File: src/rtl/vga_timing_pkg.sv
// Purpose: shared 640x480@60 timing constants, colour constants and raster decode struct.
// Latency: n/a (constants, types and a pure function only).
// Backpressure: n/a.
//
// Used by the raster counter, the timing generator top and the display colour logic.
package vga_timing_pkg;

    // Default 640x480@60 timing, in pixel clocks (horizontal) and lines (vertical).
    localparam int unsigned VGA_H_VISIBLE = 640;
    localparam int unsigned VGA_H_FRONT   = 16;
    localparam int unsigned VGA_H_SYNC    = 96;
    localparam int unsigned VGA_H_BACK    = 48;
    localparam int unsigned VGA_V_VISIBLE = 480;
    localparam int unsigned VGA_V_FRONT   = 10;
    localparam int unsigned VGA_V_SYNC    = 2;
    localparam int unsigned VGA_V_BACK    = 33;

    // Derived totals and sync windows (inclusive bounds), 10-bit like the counters.
    localparam logic [9:0] VGA_H_TOTAL  = 10'(VGA_H_VISIBLE + VGA_H_FRONT + VGA_H_SYNC + VGA_H_BACK);
    localparam logic [9:0] VGA_V_TOTAL  = 10'(VGA_V_VISIBLE + VGA_V_FRONT + VGA_V_SYNC + VGA_V_BACK);
    localparam logic [9:0] VGA_HS_START = 10'(VGA_H_VISIBLE + VGA_H_FRONT);
    localparam logic [9:0] VGA_HS_END   = 10'(VGA_H_VISIBLE + VGA_H_FRONT + VGA_H_SYNC - 1);
    localparam logic [9:0] VGA_VS_START = 10'(VGA_V_VISIBLE + VGA_V_FRONT);
    localparam logic [9:0] VGA_VS_END   = 10'(VGA_V_VISIBLE + VGA_V_FRONT + VGA_V_SYNC - 1);

    // 4:4:4 colours packed {R,G,B}.
    localparam logic [11:0] RGB_WHITE   = 12'hFFF;
    localparam logic [11:0] RGB_YELLOW  = 12'hFF0;
    localparam logic [11:0] RGB_CYAN    = 12'h0FF;
    localparam logic [11:0] RGB_GREEN   = 12'h0F0;
    localparam logic [11:0] RGB_MAGENTA = 12'hF0F;
    localparam logic [11:0] RGB_RED     = 12'hF00;
    localparam logic [11:0] RGB_BLUE    = 12'h00F;
    localparam logic [11:0] RGB_BLACK   = 12'h000;

    // Per-pixel decode of the current counter position.
    typedef struct packed {
        logic video_on;
        logic hsync_win;
        logic vsync_win;
        logic frame_start;
        logic vblank_start;
    } raster_t;

    // Eight 80-pixel colour bars; compare chain instead of a divide by 80.
    function automatic logic [11:0] bar_colour(input logic [9:0] x);
        logic [11:0] c;
        if      (x < 10'd80)  c = RGB_WHITE;
        else if (x < 10'd160) c = RGB_YELLOW;
        else if (x < 10'd240) c = RGB_CYAN;
        else if (x < 10'd320) c = RGB_GREEN;
        else if (x < 10'd400) c = RGB_MAGENTA;
        else if (x < 10'd480) c = RGB_RED;
        else if (x < 10'd560) c = RGB_BLUE;
        else                  c = RGB_BLACK;
        return c;
    endfunction

endpackage

File: src/rtl/vga_raster_counter.sv
// Purpose: free-running h/v raster counters plus video/sync-window/strobe decode.
// Latency: counters are registers; all decode is combinational from them (0 cycles).
// Backpressure: none; counts every clock, no enable.
//
// Ports:
//   core_clk, arst_n      pixel clock, async active-low reset
//   h_cnt, v_cnt          current position, 0..H_TOTAL-1 / 0..V_TOTAL-1
//   raster                decode of the current position (raster_t)
module vga_raster_counter
    import vga_timing_pkg::*;
#(
    parameter int unsigned H_VISIBLE = VGA_H_VISIBLE,
    parameter int unsigned H_FRONT   = VGA_H_FRONT,
    parameter int unsigned H_SYNC    = VGA_H_SYNC,
    parameter int unsigned H_BACK    = VGA_H_BACK,
    parameter int unsigned V_VISIBLE = VGA_V_VISIBLE,
    parameter int unsigned V_FRONT   = VGA_V_FRONT,
    parameter int unsigned V_SYNC    = VGA_V_SYNC,
    parameter int unsigned V_BACK    = VGA_V_BACK
) (
    input  logic       core_clk,
    input  logic       arst_n,
    output logic [9:0] h_cnt,
    output logic [9:0] v_cnt,
    output raster_t    raster
);

    localparam logic [9:0] H_VIS    = 10'(H_VISIBLE);
    localparam logic [9:0] V_VIS    = 10'(V_VISIBLE);
    localparam logic [9:0] H_LAST   = 10'(H_VISIBLE + H_FRONT + H_SYNC + H_BACK - 1);
    localparam logic [9:0] V_LAST   = 10'(V_VISIBLE + V_FRONT + V_SYNC + V_BACK - 1);
    localparam logic [9:0] HS_START = 10'(H_VISIBLE + H_FRONT);
    localparam logic [9:0] HS_END   = 10'(H_VISIBLE + H_FRONT + H_SYNC - 1);
    localparam logic [9:0] VS_START = 10'(V_VISIBLE + V_FRONT);
    localparam logic [9:0] VS_END   = 10'(V_VISIBLE + V_FRONT + V_SYNC - 1);

    logic h_wrap;

    assign h_wrap = (h_cnt == H_LAST);

    always_ff @(posedge core_clk or negedge arst_n) begin
        if (!arst_n) begin
            h_cnt <= 10'd0;
            v_cnt <= 10'd0;
        end else begin
            h_cnt <= h_wrap ? 10'd0 : h_cnt + 10'd1;
            // Line advances only on the last pixel of a line.
            if (h_wrap) begin
                v_cnt <= (v_cnt == V_LAST) ? 10'd0 : v_cnt + 10'd1;
            end
        end
    end

    always_comb begin
        raster              = '0;
        raster.video_on     = (h_cnt < H_VIS) && (v_cnt < V_VIS);
        raster.hsync_win    = (h_cnt >= HS_START) && (h_cnt <= HS_END);
        // Vertical sync spans whole lines, so only v_cnt matters.
        raster.vsync_win    = (v_cnt >= VS_START) && (v_cnt <= VS_END);
        raster.frame_start  = (h_cnt == 10'd0) && (v_cnt == 10'd0);
        raster.vblank_start = (h_cnt == 10'd0) && (v_cnt == V_VIS);
    end

endmodule

File: src/rtl/vga_timing_gen.sv
// Purpose: 640x480@60 VGA raster generator with registered, blanked RGB and sync pins.
// Latency: pixel_x/pixel_y/video_on/strobes are cycle 0; hsync/vsync/vga_r/g/b lag by 1 clock.
// Backpressure: none; free-running raster, display logic must supply pixel_rgb combinationally.
//
// Ports:
//   clk_25MHz, rst_n           pixel clock, async active-low reset
//   pixel_rgb [11:0]           {R,G,B} for the current pixel_x/pixel_y
//   test_mode                  colour-bar select (only honoured with VGA_TEST_PATTERN_EN)
//   pixel_x, pixel_y [9:0]     counter position to display logic
//   video_on                   position is inside the visible area
//   hsync, vsync               registered sync, SYNC_ACTIVE while asserted
//   vga_r, vga_g, vga_b [3:0]  registered colour, black outside the visible area
//   frame_start, vblank_start  one-cycle strobes at (0,0) and (0,V_VISIBLE)
// Build option: define VGA_TEST_PATTERN_EN to enable the 8-bar colour test pattern.
module vga_timing_gen
    import vga_timing_pkg::*;
#(
    parameter int unsigned H_VISIBLE   = VGA_H_VISIBLE,
    parameter int unsigned H_FRONT     = VGA_H_FRONT,
    parameter int unsigned H_SYNC      = VGA_H_SYNC,
    parameter int unsigned H_BACK      = VGA_H_BACK,
    parameter int unsigned V_VISIBLE   = VGA_V_VISIBLE,
    parameter int unsigned V_FRONT     = VGA_V_FRONT,
    parameter int unsigned V_SYNC      = VGA_V_SYNC,
    parameter int unsigned V_BACK      = VGA_V_BACK,
    parameter logic        SYNC_ACTIVE = 1'b0
) (
    input  logic        clk_25MHz,
    input  logic        rst_n,
    input  logic [11:0] pixel_rgb,
    input  logic        test_mode,
    output logic [9:0]  pixel_x,
    output logic [9:0]  pixel_y,
    output logic        video_on,
    output logic        hsync,
    output logic        vsync,
    output logic [3:0]  vga_r,
    output logic [3:0]  vga_g,
    output logic [3:0]  vga_b,
    output logic        frame_start,
    output logic        vblank_start
);

    logic [9:0]  h_cnt;
    logic [9:0]  v_cnt;
    raster_t     raster;
    logic [11:0] src_rgb;
    logic [11:0] rgb_q;

    vga_raster_counter #(
        .H_VISIBLE (H_VISIBLE),
        .H_FRONT   (H_FRONT),
        .H_SYNC    (H_SYNC),
        .H_BACK    (H_BACK),
        .V_VISIBLE (V_VISIBLE),
        .V_FRONT   (V_FRONT),
        .V_SYNC    (V_SYNC),
        .V_BACK    (V_BACK)
    ) u_raster_counter (
        .core_clk (clk_25MHz),
        .arst_n   (rst_n),
        .h_cnt    (h_cnt),
        .v_cnt    (v_cnt),
        .raster   (raster)
    );

    assign pixel_x      = h_cnt;
    assign pixel_y      = v_cnt;
    assign video_on     = raster.video_on;
    assign frame_start  = raster.frame_start;
    assign vblank_start = raster.vblank_start;

`ifdef VGA_TEST_PATTERN_EN
    always_comb begin
        src_rgb = pixel_rgb;
        if (test_mode) begin
            src_rgb = bar_colour(h_cnt);
        end
    end
`else
    // test_mode has no effect in this build.
    logic unused_test_mode;
    assign unused_test_mode = test_mode;

    always_comb begin
        src_rgb = pixel_rgb;
    end
`endif

    // Single output stage: sync and colour are registered together so they stay
    // aligned on the connector, one clock behind pixel_x/pixel_y.
    always_ff @(posedge clk_25MHz or negedge rst_n) begin
        if (!rst_n) begin
            hsync <= ~SYNC_ACTIVE;
            vsync <= ~SYNC_ACTIVE;
            rgb_q <= RGB_BLACK;
        end else begin
            hsync <= raster.hsync_win ? SYNC_ACTIVE : ~SYNC_ACTIVE;
            vsync <= raster.vsync_win ? SYNC_ACTIVE : ~SYNC_ACTIVE;
            rgb_q <= raster.video_on ? src_rgb : RGB_BLACK;
        end
    end

    assign vga_r = rgb_q[11:8];
    assign vga_g = rgb_q[7:4];
    assign vga_b = rgb_q[3:0];

endmodule

File: config.mk
export PLATFORM = sky130hd
export DESIGN_NAME = vga_timing_gen
export DESIGN_NICKNAME = d
export VERILOG_FILES = /design/src/rtl/vga_timing_pkg.sv /design/src/rtl/vga_raster_counter.sv /design/src/rtl/vga_timing_gen.sv
export SDC_FILE = /design/constraint.sdc
export NUM_CORES = 1
export LEC_CHECK = 0
export CORE_MARGIN = 1
export CORE_UTILIZATION = 49
export DETAILED_ROUTE_END_ITERATION = 8
export GPL_ROUTABILITY_DRIVEN = 0
export PLACE_DENSITY = 0.95
export SYNTH_ARGS = -nofsm -noshare
export SYNTH_HDL_FRONTEND = slang
export SYNTH_SLANG_ARGS = --single-unit
File: constraint.sdc
create_clock -name clk_25MHz -period 3.5 [get_ports clk_25MHz]
set_clock_uncertainty 0.2 [all_clocks]
set_input_delay 0.35 -clock clk_25MHz [delete_from_list [all_inputs] [get_ports clk_25MHz]]
set_output_delay 0.35 -clock clk_25MHz [all_outputs]
set_load 0.02 [all_outputs]
Yosys cells after proc, flatten, opt, wreduce, memory -nomap -nowiden
Cells that the tools add are included.
{"block": "word_totals", "register_bits": 34, "input_bits": 15, "output_inout_bits": 37, "elab_cells": 28}
{"block": "op_classes", "add_sub_neg": 2, "magnitude_cmp": 6, "n_eq_ne": 3, "n_mux": 5, "reduce_logical": 7}
{"operator": "adder 10 x 1 -> 10 bit (second input constant)", "count": 2}
{"operator": "== test 10 bit (second input constant)", "count": 2}
{"operator": "logical NOT 10 bit", "count": 2}
{"operator": "2-to-1 mux 10 bit", "count": 2}
{"operator": "2-to-1 mux 12 bit", "count": 1}
{"operator": "== test 10 x 9 -> 1 bit (second input constant)", "count": 1}
{"operator": ">= comparator 10 bit (second input constant)", "count": 1}
{"operator": ">= comparator 10 x 9 -> 1 bit (second input constant)", "count": 1}
{"operator": "less-or-equal comparator 10 bit (second input constant)", "count": 1}
{"operator": "less-or-equal comparator 10 x 9 -> 1 bit (second input constant)", "count": 1}
{"operator": "less-than comparator 10 bit (second input constant)", "count": 1}
{"operator": "less-than comparator 10 x 9 -> 1 bit (second input constant)", "count": 1}
{"operator": "logical AND 1 bit", "count": 5}
{"operator": "2-to-1 mux 1 bit", "count": 2}

Longest topological paths before layout
Gate-level depths: netlist of the first run.
{"block": "depth", "word_depth": 3, "depth_mapped": 6, "mapped_depth_nobuf": 6}

Modules after synthesis
From an unflattened synthesis of the first run, not the netlist that was laid out.
{"block": "unflattened", "hier_cells": 146, "hier_area_um2": 1576.5}
{"mod": "vga_raster_counter", "instances": 1, "cells_per_inst": 117, "area_each_um2": 1119.8, "seq_area_each_um2": 500.5}
{"mod": "vga_timing_gen", "instances": 1, "cells_per_inst": 29, "area_each_um2": 456.7, "seq_area_each_um2": 352.8}

Least setup slack after synthesis of the first run
Ideal clock, no wire load.
{"block": "synth_path", "path_kind": "register -> output", "from": "reg u_raster_counter.h_cnt[0]", "to": "out vblank_start", "t_arrival_ns": 1.792, "required_time_ns": 2.950, "setup_slack_ns": 1.158, "path_stages_with_launch": 6, "path_buffers": 0, "cell_sequence": "dfrtp_1 -> inv_1 -> ha_1 -> nor4b_1 -> nand3_1 -> nor4b_1"}
{"block": "synth_between", "elab_chain_len": 2}
{"item": "start, declared", "line_no": "vga_raster_counter.sv:23", "source": "output logic [9:0] h_cnt,"}
{"item": "start signal, assigned", "line_no": "vga_raster_counter.sv:46", "source": "h_cnt <= h_wrap ? 10'd0 : h_cnt + 10'd1;"}
{"item": "logical NOT 10 bit", "line_no": "vga_raster_counter.sv:61", "source": "raster.vblank_start = (h_cnt == 10'd0) && (v_cnt == V_VIS);"}
{"item": "logical AND 1 bit", "line_no": "vga_raster_counter.sv:61"}
{"item": "end, declared", "line_no": "vga_timing_gen.sv:41", "source": "output logic vblank_start"}
Every way passes these cells.

Worst setup path in the final report of the first run
Ends and elaborated chain as after synthesis.

==> metrics.cfg, run 1 <==
[outcome]
status = finished clean

[clock_network]
clkSlewWorstSetupHoldPaths_ps = 100
h-tree-depth = 2
cts_root_buffer = clkbuf_4
hold_buffers = 0
ctsResizeCount = 0
clock_path_buffers = 2
cts_tree = built
cts_setup_buffers = 0
cts_made_buffers = 5
insertion_delay_ps = 330
cts.sinks = 34

[floorplan]
core_area_mm2 = 0.00308
die_h_um = 59.1
io_pins = 52
core.rowCount = 20
die_area_mm2 = 0.00349
initial_core_util_pct = 51.8
fp.dieW_um = 59.1

[synth]
avgSynthCellArea_um2 = 11.2
syn_inst = 142
async_flop_share_pct = 100
synth_top_area_cell = dfrtp_1
synth_ff_type = dfrtp_1
ys_types = 41
syn_nets = 162
synth_edf_count = 0
synthTopCellsByCount = 32 x dfrtp_1, 12 x and2_1, 12 x nand3_1, 7 x nor2_1, 6 x xor2_1
ys_seq_elements = 34
synth_warnings = 0
synth_most_common_cell = dfrtp_1
synthesis.area_mm2 = 0.00160
synth.area.top_cells = dfrtp_1 50%, and2_1 4.7%, ha_1 3.9%
ys_seq_area_share_pct = 53.5
synth_largest_type_area_fraction_pct = 50.2

[timing]
max_slew.worst_pin.slew_ps = 452
relSlewSlack_pct = 69.6
rsz0062_at_grt = false
fmax_mhz = 339
finalWorstSetupSlack_ps = 550
finalSetupTns_ps = 0
finalCritPeriodShare_pct = 84.3
slew_violations = 0
min_period_ps = 2950
hold_violations = 0
setup_viol = 0

[critical_path]
end_kind = primary output
cp.arrival_ps = 2400
crit_type = reg2out
start_kind = flip-flop
cp_max_fo = 6
required_ps = 2950

[pwr]
clkPwrFrac_pct = 32.8
irDropWorstVdd_mv = 0.203
internal-power_mw = 0.525
comb_power_share_pct = 7.5
power_switching_mw = 0.147
power.density_mw_per_mm2 = 310
swShare_pct = 21.9
power_frac_seq_pct = 59.7
p_leak_nw = 0.934

[final_layout]
syn2layout_area_growth_pct = 35.8
fillCellCount = 227
seq_area_um2 = 853
antenna_cells = 0
nets = 214
finish.instance_area_mm2 = 0.00217
multi_input_area_um2 = 672
drive_gt1_share_pct = 10.3

[grt]
grt_pass1_wl_um = 5150
grt_max_degree = 35
grt_overflow_total = 0
antenna_found_initial = 0
grt_pass1_vias = 1166
track_usage_pct = 20.8

[min_path]
hold_path.class = in2async

[detailed_routing]
vias = 1282
ant_nets = 0
drc = 0
avgViaCountPerCell = 5.36
drtIter0Drc = 38
wl_per_cell_um = 13.6
drtPass1Iterations = 4
wl_um = 3250

[job]
cap_violations = 0

[placed_design]
dpl_cell_area_mm2 = 0.00211
dpl.hpwl_um = 2350
portBuffers = 50
place_ws_ps = 943

## cells by family after synthesis
group	synth area share, %
and+or+nand+nor	26.4
DFF	53.5
AOI/OAI and AO/OA	5.57
buffers and inverters	4.39
xor gates and xnor gates	5.49
adders and majority gates	3.92
muxes	0.706
## registers in the layout, indices dropped and copies added (netlist names)
register,cells
rgb_q,12
u_raster_counter.h_cnt,10
vsync,1
hsync,1
u_raster_counter.v_cnt,10
## metrics by stage
step | total power [mW] | instances | util, % | hold slack, ps
2_1_floorplan | 0.423 | 142 | - | -146
3_3_place_gp | 0.459 | 231 | 68.5 | 293
3_5_place_dp | 0.460 | 231 | 68.5 | 315
4_1_cts | 0.684 | 239 | 70.4 | 218
5_1_grt | 0.703 | 239 | 70.4 | 231
6_report | 0.672 | 239 | 70.4 | 218
## placed cells by master (no fill, tap or decap), types with 4 or more instances in the layout
cell             count
clkdlybuf4s50_1     50
dfrtp_1             32
nand3_1             12
and2_1              12
nor2_1               7
xor2_1               6
inv_1                5
nand4_1              5
nand2_1              5
ha_1                 5
clkbuf_4             5
o21ai_0              4
xnor2_1              4
nor4_1               4
## worst max-delay path, cell delays in order, from the launching register on
cell and delay (ps):
dfrtp_1 440, inv_1 80, ha_1 140, nor4b_1 250, nand3_1 180, nor4b_1 320
clkdlybuf4s50_1 660
## routing by layer
metal  GRT usage [%]  up-vias  wire [µm]
met5               0        -          0
met4            14.3        0         76
met3            8.52        8        297
met1            21.7      613       1290
li1                -      601          -
met2            33.9       60       1590
## power by group through the flow
stage                     Combinational (mW)  Sequential [mW]  Clock, mW
after floorplan                      0.00442            0.419          0
after global placement                0.0506            0.409          0
after detailed placement              0.0513            0.409          0
after CTS                             0.0516            0.402      0.230
after global routing                  0.0548            0.402      0.246
final                                 0.0504            0.401      0.220
## layout make-up
class / count / area share, %
clock buffer: 7 / 2.54
clock inverter: 1 / 0.231
inverter: 5 / 0.866
multi-input combinational: 97 / 31.0
sequential: 34 / 39.4
tap: 44 / 2.54
timing repair buffer: 51 / 23.4
## final timing paths
path / start / endpoint / slack (ps) / cells past startpoint
max: u_raster_counter.h_cnt[0]$_DFF_PN0_ / vblank_start / 550 / 6
min: rst_n / u_raster_counter.h_cnt[7]$_DFF_PN0_ / 220 / 2
max reg2reg: u_raster_counter.h_cnt[0]$_DFF_PN0_ / u_raster_counter.v_cnt[9]$_DFFE_PN0N_ / 1360 / 5
min reg2reg: u_raster_counter.v_cnt[7]$_DFFE_PN0N_ / u_raster_counter.v_cnt[7]$_DFFE_PN0N_ / 330 / 1
max in group asynchronous: rst_n / vsync$_DFF_PN1_ / 2550 / 2
min in group clk_25MHz: u_raster_counter.v_cnt[7]$_DFFE_PN0N_ / u_raster_counter.v_cnt[7]$_DFFE_PN0N_ / 330 / 1
Power figures use the tool's default switching activity.
==> run 2, diff against run 1 <==
- CORE_UTILIZATION: 49 -> 45
- PLACE_DENSITY: 0.95 -> 0.89
- clock period: 3.5 -> 2.9 ns (I/O delays scaled with it)
==> run 2 against run 1 <==
Against the previous run:
- count of clock-buffer cells in the layout fell by 2
- worst hold slack got worse by 100 ps
- global-route usage fell by 0.83 points
- combinational power rose by 20%
- sequential cell count did not move
- highest routed layer unchanged
==> metrics.cfg, run 2 (synthesized netlist as in run 1, its figures left out) <==
[outcome]
status = finished clean

[timing]
finalCritPeriodShare_pct = 94.4
relSlewSlack_pct = 64.4
min_period_ps = 2740
finalWorstSetupSlack_ps = 161
hold_violations = 0
timing.hold.ws_ps = 115
slew_violations = 0
finalSetupTns_ps = 0
rsz0062_at_grt = false
setup_viol = 0
fmax_mhz = 365
max_slew.worst_pin.slew_ps = 529

[placed_design]
place_ws_ps = 422
portBuffers = 50
dpl.hpwl_um = 2370

[clock_network]
cts_setup_buffers = 0
cts_tree = built
cts.sinks = 34
h-tree-depth = 2
cts_root_buffer = clkbuf_4
clkSlewWorstSetupHoldPaths_ps = 110
insertion_delay_ps = 360
clock_path_buffers = 2
cts_made_buffers = 5

[critical_path]
rrSetupSlack_ps = 810
required_ps = 2410
cp.arrival_ps = 2250
start_kind = flip-flop
worstPathCellList = and3_2, nand2_1, and3b_1, clkdlybuf4s50_1
cpPeakStageDelay_ps = 680
cp_slowest_cell = clkdlybuf4s50_1
reg2regPathDepth = 5
crit_type = reg2out
end_kind = primary output
r2r_start = u_raster_counter.h_cnt[0]$_DFF_PN0_
cp_max_fo = 13
crit_start = u_raster_counter.v_cnt[5]$_DFFE_PN0N_
timing.rr.end = u_raster_counter.v_cnt[9]$_DFFE_PN0N_

[final_layout]
drive_gt1_share_pct = 10.8
largest_reg_flops = 12
largestRegisters = rgb_q (12), u_raster_counter.h_cnt (10), u_raster_counter.v_cnt (10)
syn2layout_area_growth_pct = 39.2
top_register = rgb_q
antenna_cells = 0
final_common_cell = clkdlybuf4s50_1
multi_input_area_um2 = 672
fillCellCount = 277
nets = 214
layout_common_cells = 48 x clkdlybuf4s50_1, 32 x dfrtp_1, 12 x nand3_1, 12 x and2_1, 7 x nor2_1
seq_area_um2 = 853
final_util_pct = 66.0

[min_path]
hold_path.class = in2async

[detailed_routing]
drc = 0
wl_um = 3310
drtIter0Drc = 36
drtPass1Iterations = 4
ant_nets = 0
avgViaCountPerCell = 5.31
vias = 1280
wl_per_cell_um = 13.7

[grt]
grt_max_degree = 35
antenna_found_initial = 0
grt_pass1_vias = 1191
grt_pass1_wl_um = 5250
track_usage_pct = 19.9
grt_overflow_total = 0

[floorplan]
core_area_mm2 = 0.00336
io_pins = 52
die_area_mm2 = 0.00379
die_h_um = 61.5
fp.dieW_um = 61.5
initial_core_util_pct = 47.4
core.rowCount = 21

[pwr]
irDropWorstVdd_mv = 0.485
p_leak_nw = 0.992
power.density_mw_per_mm2 = 445

[job]
cap_violations = 0

[run 2: changes by cell type in the layout (fill, tap and decap cells not counted)]
| cell | delta |
|---|---|
| clkinv_2 | -1 |
| clkdlybuf4s50_1 | -2 |
| clkbuf_1 | -1 |
| clkinv_4 | +1 |
| dlymetal6s2s_1 | +2 |
| clkbuf_8 | -1 |
| bufinv_16 | +2 |
[run 2: critical path: cells and delay by family (launching register included)]
family,cells,cell delay (ps)
buffers and inverters,1,680
and+or+nand+nor,3,750
DFF,1,460
[run 2: repair_timing]
item | CTS | global route
setup endpoints to repair | 0 | 2
resized for setup | 0 | 2
hold buffers | 0 | 0
[run 2: final cells by class]
cell class,instances,area share (%)
clock buffer,5,1.69
clock inverter,3,3.10
inverter,5,0.845
multi-input combinational,97,30.3
sequential,34,38.4
tap,46,2.59
timing repair buffer,51,23.1
[run 2: how the worst max path moves through the flow]
| stage | slack [ps] | to |
|---|---|---|
| finish | 160 | video_on |
| global route | 10 | video_on |
| CTS | 9 | vblank_start |
| detailed placement | 420 | vblank_start |
| global placement | 460 | vblank_start |
| floorplan | 620 | vblank_start |
[run 2: metrics by stage]
| stage | std cells | power (mW) | instance area (µm²) |
|---|---|---|---|
| after global placement | 233 | 0.554 | 2110 |
| after floorplan | 142 | 0.511 | 1600 |
| after global routing | 241 | 1.03 | 2220 |
| after CTS | 241 | 0.997 | 2220 |
| final | 241 | 0.988 | 2220 |
| after detailed placement | 233 | 0.556 | 2110 |
[run 2: power by group]
part | switching (mW) | leakage (nW) | internal [mW]
logic | 0.0265 | 0.511 | 0.0339
clock network | 0.174 | 0.0554 | 0.269
registers | 0.00240 | 0.426 | 0.482
total | 0.202 | 0.992 | 0.786
[run 2: routing by layer]
layer / global-route usage (%) / part of all wire [%]
met2: 31.6 / 50
met5: 0 / 0
met1: 21.3 / 37
met3: 10.7 / 10
met4: 10.8 / 2.3
==> run 3, diff against run 2 <==
- MAX_ROUTING_LAYER: unset -> met4
==> run 3 against run 2 <==
Against the previous run:
- total power decreased by 0.14%
- worst setup slack got worse by 1.7 ps
- final area is the same
==> metrics.cfg, run 3 (synthesized netlist as in run 1, its figures left out) <==
[timing]
timing.hold.ws_ps = 118
finalCritPeriodShare_pct = 94.5
setup_viol = 0
max_slew.worst_pin.slew_ps = 530
rsz0062_at_grt = false
relSlewSlack_pct = 64.4
finalWorstSetupSlack_ps = 160
fmax_mhz = 365
slew_violations = 0
min_period_ps = 2740
finalSetupTns_ps = 0
hold_violations = 0

[floorplan]
initial_core_util_pct = 47.4
die_h_um = 61.5
core.rowCount = 21
io_pins = 52
die_area_mm2 = 0.00379
core_area_mm2 = 0.00336
fp.dieW_um = 61.5

[outcome]
status = finished clean

[grt]
grt_max_degree = 35
grt_overflow_total = 0
antenna_found_initial = 0
track_usage_pct = 20.6
grt_pass1_vias = 1191
grt_pass1_wl_um = 5250

[clock_network]
cts.sinks = 34
insertion_delay_ps = 360
clock_path_buffers = 2
cts_made_buffers = 5
cts_root_buffer = clkbuf_4
h-tree-depth = 2
clkSlewWorstSetupHoldPaths_ps = 100
cts_tree = built

[final_layout]
largestRegisters = rgb_q (12), u_raster_counter.h_cnt (10), u_raster_counter.v_cnt (10)
largest_reg_flops = 12
fillCellCount = 277
drive_gt1_share_pct = 10.8
layout_common_cells = 48 x clkdlybuf4s50_1, 32 x dfrtp_1, 12 x nand3_1, 12 x and2_1, 7 x nor2_1
top_register = rgb_q
finish.instance_area_mm2 = 0.00222
antenna_cells = 0
syn2layout_area_growth_pct = 39.2
final_common_cell = clkdlybuf4s50_1
nets = 214

[critical_path]
cpPeakStageDelay_ps = 680
required_ps = 2410
cp.arrival_ps = 2250
cp_max_fo = 13
worstPathCellList = and3_2, nand2_1, and3b_1, clkdlybuf4s50_1
end_kind = primary output
crit_type = reg2out
cp_slowest_cell = clkdlybuf4s50_1
start_kind = flip-flop

[detailed_routing]
wl_per_cell_um = 13.7
drtIter0Drc = 40
wl_um = 3300
drtPass1Iterations = 4
vias = 1274
ant_nets = 0
drc = 0
avgViaCountPerCell = 5.29

[pwr]
power_switching_mw = 0.201
swShare_pct = 20.4
p_leak_nw = 0.992
comb_power_share_pct = 6.1
power.density_mw_per_mm2 = 444
irDropWorstVdd_mv = 0.485
power_frac_seq_pct = 49.1
clkPwrFrac_pct = 44.7
internal-power_mw = 0.786
power_mw = 0.987

[placed_design]
dpl_cell_area_mm2 = 0.00211
dpl.hpwl_um = 2370
place_ws_ps = 422
portBuffers = 50

[job]
cap_violations = 0

[min_path]
hold_path.class = in2async

[run 3: timing repair]
item | 4_1_cts | 5_1_grt
hold buffers | 0 | 0
setup buffers | 0 | 0
setup endpoints to repair | 0 | 2
resized for setup | 0 | 2
[run 3: critical path: cells and delay by family, from the launching register on]
| family | cells | cell delay, ps |
|---|---|---|
| buffers and inverters | 1 | 680 |
| DFF | 1 | 460 |
| and+or+nand+nor | 3 | 750 |
[run 3: area by class of cell]
class / count / area, µm² / share of cell area [%]
multi-input cells: 97 / 672 / 30.3
clock buffers: 5 / 37.5 / 1.69
flip-flops and latches: 34 / 853 / 38.4
clock inverters: 3 / 68.8 / 3.10
inverters: 5 / 18.8 / 0.845
well taps: 46 / 57.6 / 2.59
repair buffers: 51 / 513 / 23.1
[run 3: final timing paths]
kind / depth (start not counted) / slack (ps) / start / to
max in group asynchronous: 2 / 2050 / rst_n / vsync$_DFF_PN1_
min in group clk_25MHz: 2 / 270 / pixel_rgb[10] / rgb_q[10]$_DFF_PN0_
min reg2reg: 1 / 330 / u_raster_counter.v_cnt[7]$_DFFE_PN0N_ / u_raster_counter.v_cnt[7]$_DFFE_PN0N_
max reg2reg: 5 / 800 / u_raster_counter.h_cnt[0]$_DFF_PN0_ / u_raster_counter.v_cnt[9]$_DFFE_PN0N_
max: 4 / 160 / u_raster_counter.v_cnt[5]$_DFFE_PN0N_ / video_on
min: 2 / 120 / rst_n / u_raster_counter.v_cnt[8]$_DFFE_PN0N_
[run 3: layer usage]
| layer | GRT usage [%] | wire length [µm] | vias up |
|---|---|---|---|
| met2 | 31.6 | 1670 | 54 |
| met5 | - | 0 | - |
| met1 | 22.5 | 1300 | 604 |
| met3 | 8.82 | 255 | 9 |
| met4 | 10.8 | 76 | 0 |
| li1 | - | - | 607 |
[run 3: power by group through the flow]
| stage | clock (mW) | combinational (mW) | sequential, mW |
|---|---|---|---|
| finish | 0.442 | 0.0606 | 0.485 |
| floorplan | 0 | 0.00533 | 0.505 |
| CTS | 0.450 | 0.0622 | 0.485 |
| global route | 0.480 | 0.0661 | 0.486 |
| detailed placement | 0 | 0.0620 | 0.494 |
| global placement | 0 | 0.0608 | 0.494 |
[run 3: per-stage QoR]
stage / cells / utilization, %
final: 241 / 66.0
after global routing: 241 / 66.0
after CTS: 241 / 65.9
after detailed placement: 233 / 62.7
after global placement: 233 / 62.7
after floorplan: 142 / -
